File: config.mk
export PLATFORM = sky130hd
export DESIGN_NAME = switch_debouncer_flat
export DESIGN_NICKNAME = d
export VERILOG_FILES = /design/src/rtl/debounce_pkg.sv /design/src/rtl/switch_debouncer_if.sv /design/src/rtl/sync_ff.sv /design/src/rtl/switch_debouncer.sv /design/src/flat_wrapper.sv
export SDC_FILE = /design/constraint.sdc
export NUM_CORES = 1
export LEC_CHECK = 0
export ABC_CLOCK_PERIOD_IN_PS = 1900
export CELL_PAD_IN_SITES_DETAIL_PLACEMENT = 0
export CELL_PAD_IN_SITES_GLOBAL_PLACEMENT = 1
export CORE_AREA = 2 2 39 41
export DETAILED_ROUTE_END_ITERATION = 6
export DIE_AREA = 0 0 41 43
export PLACE_DENSITY = 0.51
export SETUP_SLACK_MARGIN = 0.15
export SYNTH_ARGS = -nofsm -noshare
export SYNTH_HDL_FRONTEND = slang
export SYNTH_SLANG_ARGS = --single-unit
export TNS_END_PERCENT = 1
File: constraint.sdc
create_clock -name clk -period 1.9 [get_ports clk]
set_input_delay 0.285 -clock clk [delete_from_list [all_inputs] [get_ports clk]]
set_output_delay 0.285 -clock clk [all_outputs]
set_load 0.005 [all_outputs]
File: src/rtl/debounce_pkg.sv
// Shared state encoding for the switch debouncer FSM.
package debounce_pkg;

    // Bit 1 of the encoding equals the debounced level y in every state.
    typedef enum logic [1:0] {
        IDLE_LOW  = 2'd0,
        WAIT_HIGH = 2'd1,
        IDLE_HIGH = 2'd2,
        WAIT_LOW  = 2'd3
    } state_t;

endpackage : debounce_pkg

File: src/rtl/switch_debouncer_if.sv
// Raw switch input plus the conditioned level and edge outputs.
interface switch_debouncer_if;

    logic a;     // raw asynchronous switch level
    logic y;     // debounced level
    logic rise;  // one-cycle pulse on y 0->1
    logic fall;  // one-cycle pulse on y 1->0
    logic busy;  // a candidate change is being qualified

    // Switch side: drives the raw pin, observes the clean outputs.
    modport master (output a, input y, rise, fall, busy);
    // Debouncer side.
    modport slave  (input a, output y, rise, fall, busy);

endinterface : switch_debouncer_if

File: src/rtl/sync_ff.sv
// N-flop synchronizer for one asynchronous bit, synchronous reset to 0.
module sync_ff #(
    parameter int STAGES = 2
) (
    input  logic clk,
    input  logic rst,
    input  logic d_i,
    output logic q_o
);

    logic [STAGES-1:0] ff_q;

    // Shift the raw bit through the chain; only the last flop is used.
    always_ff @(posedge clk) begin
        // NOTE: non-blocking assignments make every stage capture the value
        // its predecessor held before this edge, which is what forms the chain.
        if (rst) begin
            ff_q <= '0;
        end else begin
            ff_q <= {ff_q[STAGES-2:0], d_i};
        end
    end

    assign q_o = ff_q[STAGES-1];

endmodule : sync_ff

File: src/rtl/switch_debouncer.sv
// Switch debouncer: synchronizer, stability counter and 4-state FSM producing
// a clean level plus single-cycle rise/fall pulses.
module switch_debouncer
    import debounce_pkg::*;
#(
    parameter int SYNC_STAGES   = 2,
    parameter int STABLE_CYCLES = 4
) (
    input  logic                clk,
    input  logic                rst,
    switch_debouncer_if.slave   bus
);

    localparam int CNT_W = $clog2(STABLE_CYCLES + 1);
    localparam logic [CNT_W-1:0] CNT_ONE  = CNT_W'(1);
    localparam logic [CNT_W-1:0] CNT_LAST = CNT_W'(STABLE_CYCLES);

    logic             s;
    state_t           state_q, state_d;
    logic [CNT_W-1:0] cnt_q, cnt_d;
    logic             y_q, y_d;
    logic             rise_q, rise_d;
    logic             fall_q, fall_d;

    sync_ff #(.STAGES(SYNC_STAGES)) u_sync (
        .clk (clk),
        .rst (rst),
        .d_i (bus.a),
        .q_o (s)
    );

    // State, counter and registered outputs; reset discards any qualification.
    always_ff @(posedge clk) begin
        if (rst) begin
            state_q <= IDLE_LOW;
            cnt_q   <= '0;
            y_q     <= 1'b0;
            rise_q  <= 1'b0;
            fall_q  <= 1'b0;
        end else begin
            state_q <= state_d;
            cnt_q   <= cnt_d;
            y_q     <= y_d;
            rise_q  <= rise_d;
            fall_q  <= fall_d;
        end
    end

    // Next-state logic: a change of s must persist STABLE_CYCLES samples.
    always_comb begin
        // NOTE: every output of this block gets a value up front so no path
        // through the case below can leave one unassigned and infer a latch.
        state_d = IDLE_LOW;
        cnt_d   = '0;
        y_d     = 1'b0;
        rise_d  = 1'b0;
        fall_d  = 1'b0;
        unique case (state_q)
            IDLE_LOW: begin
                if (s) begin
                    if (STABLE_CYCLES == 1) begin
                        state_d = IDLE_HIGH;
                        y_d     = 1'b1;
                        rise_d  = 1'b1;
                    end else begin
                        state_d = WAIT_HIGH;
                        cnt_d   = CNT_ONE;
                    end
                end
            end
            WAIT_HIGH: begin
                if (!s) begin
                    state_d = IDLE_LOW;          // glitch rejected
                end else if (cnt_q + CNT_ONE == CNT_LAST) begin
                    state_d = IDLE_HIGH;
                    y_d     = 1'b1;
                    rise_d  = 1'b1;
                end else begin
                    state_d = WAIT_HIGH;
                    cnt_d   = cnt_q + CNT_ONE;
                end
            end
            IDLE_HIGH: begin
                y_d     = 1'b1;
                state_d = IDLE_HIGH;
                if (!s) begin
                    if (STABLE_CYCLES == 1) begin
                        state_d = IDLE_LOW;
                        y_d     = 1'b0;
                        fall_d  = 1'b1;
                    end else begin
                        state_d = WAIT_LOW;
                        cnt_d   = CNT_ONE;
                    end
                end
            end
            WAIT_LOW: begin
                y_d = 1'b1;
                if (s) begin
                    state_d = IDLE_HIGH;         // glitch rejected
                end else if (cnt_q + CNT_ONE == CNT_LAST) begin
                    state_d = IDLE_LOW;
                    y_d     = 1'b0;
                    fall_d  = 1'b1;
                end else begin
                    state_d = WAIT_LOW;
                    cnt_d   = cnt_q + CNT_ONE;
                end
            end
            default: begin
                state_d = IDLE_LOW;
            end
        endcase
    end

    assign bus.y    = y_q;
    assign bus.rise = rise_q;
    assign bus.fall = fall_q;
    assign bus.busy = (state_q == WAIT_HIGH) || (state_q == WAIT_LOW);

endmodule : switch_debouncer

File: src/flat_wrapper.sv
// flat-port wrapper written by rule: the top's interface ports become plain ports
module switch_debouncer_flat import debounce_pkg::*;
#(
    parameter int SYNC_STAGES   = 2,
    parameter int STABLE_CYCLES = 4
)
  (clk, rst, bus_a, bus_y, bus_rise, bus_fall, bus_busy);
  switch_debouncer_if bus_i ();
  input  logic clk;
  input  logic rst;
  input wire logic [$bits(bus_i.a)-1:0] bus_a;
  output wire logic [$bits(bus_i.y)-1:0] bus_y;
  output wire logic [$bits(bus_i.rise)-1:0] bus_rise;
  output wire logic [$bits(bus_i.fall)-1:0] bus_fall;
  output wire logic [$bits(bus_i.busy)-1:0] bus_busy;
  assign bus_i.a = bus_a;
  assign bus_y = bus_i.y;
  assign bus_rise = bus_i.rise;
  assign bus_fall = bus_i.fall;
  assign bus_busy = bus_i.busy;
  switch_debouncer #(.SYNC_STAGES(SYNC_STAGES), .STABLE_CYCLES(STABLE_CYCLES)) u_core (.clk(clk), .rst(rst), .bus(bus_i));
endmodule
Word level (Yosys, flattened, before mapping)
Index checks and enable logic that the tools add are counted.

Add/subtract/negate cells: 1. Eq/ne operators: 4. Muxes and demuxes: 18. Bitwise logic cells: 2. Reduce and logical (&&, ||, !) cells: 4.

Operators with widths (number): 3-bit case mux with 4 select lines (1); 3-bit 2-to-1 mux (3); 1-bit 2-to-1 mux (8); 2-bit 2-to-1 mux (4); 2-bit case mux with 4 select lines (1); 2-bit equality test, second input constant (2); 3-bit by 1-bit adder with 3-bit output, second input constant (1); 3-bit equality test, second input constant (1); 1-bit case mux with 3 select lines (1); 3-bit OR reduction (1); 2-bit by 1-bit equality test with 1-bit output, second input constant (1); 2-bit zero test (1); 1-bit inverter (2); 2-bit OR reduction (1); 1-bit logical OR (1).

Bits in registers: 10. Input port bits: 3.

Longest topological paths before layout
Depth in word-level cells: 5. Gate-level depth with buffers: 4. Depth with buffers taken out: 4.

Modules after synthesis
From an unflattened synthesis, not the netlist that was laid out.

Cells, all modules: 32. Area total of the unflattened synthesis: 359.1 um^2.

Modules (own cells, without submodules): switch_debouncer (instances 1, cells an instance 28, area an instance 306.5 um^2, seq. area each 160.2 um^2); sync_ff (instances 1, cells an instance 4, area an instance 52.6 um^2, seq. area each 40.0 um^2).

Worst setup path after synthesis
No wires, ideal clock.

Kind: register to register. From: register u_core.cnt_q[0]. To: register u_core.y_q (netlist: u_core.bus.y). Setup time: 72 ps. Arrival: 1057 ps. Data required time: 1828 ps. Path slack: 771 ps. Stages on the path, launching flop included: 5. Clock period less this slack: 1129 ps. Path through: dfxtp_1 ha_1 xor2_1 and3_4 mux2i_1.

Cells in the longest elaborated chain, start to end: 5. Elaborated cells between the ends (all ways): 7. Classes of those cells: add/sub (1); eq/ne (1); mux (5).

Ends and longest elaborated chain: start, declared (line switch_debouncer.sv:20) `logic [CNT_W-1:0] cnt_q, cnt_d;`; start signal, assigned (line switch_debouncer.sv:42) `cnt_q <= cnt_d;`; 3-bit by 1-bit adder with 3-bit output * (line switch_debouncer.sv:74, switch_debouncer.sv:101); 3-bit equality test * (line switch_debouncer.sv:74, switch_debouncer.sv:101); 1-bit 2-to-1 mux (on tied branches) (line switch_debouncer.sv:101, switch_debouncer.sv:74); 1-bit 2-to-1 mux (on tied branches) (line switch_debouncer.sv:99, switch_debouncer.sv:72); 1-bit case mux with 3 select lines * (line switch_debouncer.sv:58) `unique case (state_q)`; end signal, assigned (line switch_debouncer.sv:43) `y_q <= y_d;`; end, declared (line switch_debouncer.sv:21) `logic y_q, y_d;`.

Mark *: on every way between the ends. The rest lies on a longest branch, timed or not. A chain may end at the register's enable or synchronous reset.

Final worst setup path
From: register u_core.state_q[0]. To: output bus_busy.

Cells in the longest elaborated chain, start to end: 2. Elaborated cells between the ends (all ways): 3. Classes of those cells: eq/ne (2); reduce/logical (1).

Ends and longest elaborated chain: start, declared (line switch_debouncer.sv:19) `state_t state_q, state_d;`; start signal, assigned (line switch_debouncer.sv:41) `state_q <= state_d;`; 2-bit by 1-bit equality test with 1-bit output / 2-bit equality test (equally long branches) (line switch_debouncer.sv:119) `assign bus.busy = (state_q == WAIT_HIGH) || (state_q == WAIT_LOW);`; 1-bit logical OR * (line switch_debouncer.sv:119); end, declared (line flat_wrapper.sv:15) `output wire logic [$bits(bus_i.busy)-1:0] bus_busy;`.

Marked as above.

==> summary.md <==
| Metric | Value |
|---|---|
| Register bit total from synthesis | 9 |
| Post-synthesis xor/xnor area fraction | 0.0266 |
| Peak supply drop | 0.389 mV |
| Number of synthesized flops with an enable pin | 0 |
| Buffers and inverters on the worst path | 1 |
| Period utilization | 0.779 |
| Multi-input gate area | 145 um^2 |
| Worst hold slack | 0.434 ns |
| IO Port Bufs | 6 |
| Busiest grt layer | met2 |
| Initial DRC Count | 3 |
| R2R depth | 4 |
| Top-count cell post-synth | dfxtp_1 |
| HPWL after DPL | 401 um |
| Power Density | 817 nW/um^2 |
| DR DRC count | 0 |
| CP Data Required Time | 1.62 ns |
| Synth top area cells | dfxtp_1, ha_1, nand2b_1 |
| Yosys top cell area share | 0.548 |
| Chip width | 41 um |
| Via Count | 233 |
| Syn. warnings | 0 |
| Pre-CTS WS | 0.614 ns |
| Worst path cell trace | clkdlybuf4s50_1 |
| Detail Route Antenna Nets | 0 |
| Via density per instance | 4.24 |
| Setup Skew | 0.00595 ns |
| Multiplexer share of the synthesized area | 0.0304 |
| Antenna diodes | 0 |
| Largest area contributor in the netlist | dfxtp_1 |
| CP endpoint kind | primary output |
| Overall Global Routing Usage | 0.0886 |
| Final Routed Wirelength | 557 um |
| Post-synth ARST share | 0 |
| Die area | 1760 um^2 |
| Leakage | 0.179 nW |
| Ys flop type | dfxtp_1 |
| CTS-repair resized insts | 0 |
| # clock sinks | 9 |
| Pin count of the biggest net entering global routing | 9 |
| Max Slew Vio Count | 0 |
| Setup TNS | 0 ns |
| Endpoints failing hold | 0 |
| Pre-antenna DRT Iters | 3 |
| Synth top cells by count | dfxtp_1, nand2b_1 |
| CTS hold repair buffers | 0 |
| Met1 Usage GRT | 0.0844 |
| Number of global-route vias before repair | 225 |
| Synth Area in Adders | 0.0760 |
| CP max stage delay | 0.53 ns |
| Worst path arrival time | 1.20 ns |
| Simple-gate portion of the synthesized area | 0.255 |
| Starting Density | 0.238 |
| Critical path startpoint category | register |
| Largest family of logic cells by synthesized area | simple AND/OR/NAND/NOR gates |
| Met2 usage | 0.119 |
| Netlist cell types | 15 |
| Worst-margin pin slew | 0.232 ns |
| Outcome | finished clean |
| Initial antenna violation count | 0 |
| Critical path depth | 1 |
| Drt wl/cell | 10.1 um |
| Max Cap Viol | 0 |
| CTS root buf | clkbuf_4 |
| Met3 usage | 0.0785 |
| Sequential cell area | 180 um^2 |
| Hold Path Depth | 1 |
| Clk slew on worst S/H paths | 0.06 ns |
| # IOs | 7 |
| Num CTS Buffers | 3 |
| Fillers | 150 |
| Total grt overflow | 0 |
| Rows | 14 |
| Clock Path Buffers | 2 |
| Share of post-route cells with drive strength above 1 | 0.103 |
| Syn Inst Count | 30 |
| Syn Std Cell Area | 329 um^2 |
| Synth Area in Compound Gates | 0.0532 |
| H-tree levels | 1 |
| Fin crit period | 1.48 ns |
| Syn_nets | 35 |
| CP max FO | 6 |
| CTS tree | done |
| # setup viols final | 0 |
| Die height | 43 um |
| Area growth syn-to-layout | 31.2% |
| Post-synthesis sequential area ratio | 0.548 |
| Critical path class | register to primary output |
| Setup bufs post-CTS | 0 |
| Slew headroom | 0.845 |
| CP delay by family, top | buffers and inverters |
| CP max stage cell | clkdlybuf4s50_1 |
| FMAX | 675 MHz |
| Mean Syn Cell Area | 11.0 um^2 |
| Final GP Congestion | 0.713 |
| RSZ-0062 raised after global routing | false |
| Skew-Pair Late Insertion Delay | 0.26 ns |
| Core area | 1380 um^2 |
| Worst Setup Slack, final | 0.419 ns |
| HP Class | register to register |
| # nets final | 45 |
| First-pass GRT wire length | 945 um |
==> final cells by class <==
type / instances / area share
multi-input cells: 20 / 0.336
flip-flops and latches: 9 / 0.417
clock buffers: 4 / 0.0609
repair buffers: 6 / 0.139
well taps: 16 / 0.0464
==> power by group <==
| group | switching, mW | leakage (nW) | internal [mW] |
|---|---|---|---|
| Combinational | 0.00441 | 0.0911 | 0.00751 |
| Clock | 0.0660 | 0.0150 | 0.0809 |
| Sequential | 0.00190 | 0.0731 | 0.192 |
==> cell families after synthesis <==
kind of cell             count (synthesis)
adder cells (fa/ha/maj)                  2
AO/OA/AOI/OAI                            3
AND/OR/NAND/NOR                         13
flip-flops                               9
buffers and inverters                    1
XOR/XNOR                                 1
multiplexers                             1
==> through the flow <==
stage | power (mW) | std cells | utilization | cell area (um^2)
after floorplan | 0.202 | 30 | - | 329
after global placement | 0.210 | 51 | 0.293 | 405
after detailed placement | 0.210 | 51 | 0.293 | 405
after CTS | 0.360 | 55 | 0.312 | 432
after global routing | 0.370 | 55 | 0.312 | 432
final | 0.352 | 55 | 0.312 | 432
==> routing by layer <==
layer | wire length (um) | vias up | part of all wire
li1 | - | 120 | -
met1 | 234 | 103 | 0.42
met2 | 271 | 8 | 0.49
met3 | 41 | 2 | 0.074
met4 | 10 | 0 | 0.018
met5 | 0 | - | 0
==> path summary, 6_finish.rpt <==
path	start	end	slack, ns
worst max-delay path	u_core.state_q[0]	bus_busy	0.42
worst min-delay path	u_core.u_sync.ff_q[0]	u_core.u_sync.ff_q[1]	0.43
worst max register to register	u_core.cnt_q[0]	u_core.bus.y	0.67
worst min register to register	u_core.u_sync.ff_q[0]	u_core.u_sync.ff_q[1]	0.43
==> sequential cells by signal, indices dropped and copies added (netlist names) <==
name / count
u_core.bus.y: 1
u_core.state_q: 1
u_core.bus.fall: 1
u_core.u_sync.ff_q: 2
u_core.cnt_q: 3
u_core.bus.rise: 1
==> cells in the final DEF (no fill, tap or decap), types with 2 or more instances in the layout <==
master,synthesis,routed
dfxtp_1,9,9
clkbuf_4,0,3
ha_1,2,2
a21oi_1,2,2
nand2b_1,4,4
nor2b_1,2,2
clkdlybuf4s50_1,0,6
nor3_1,2,2
Note: power is estimated with default switching activity, not from simulation.
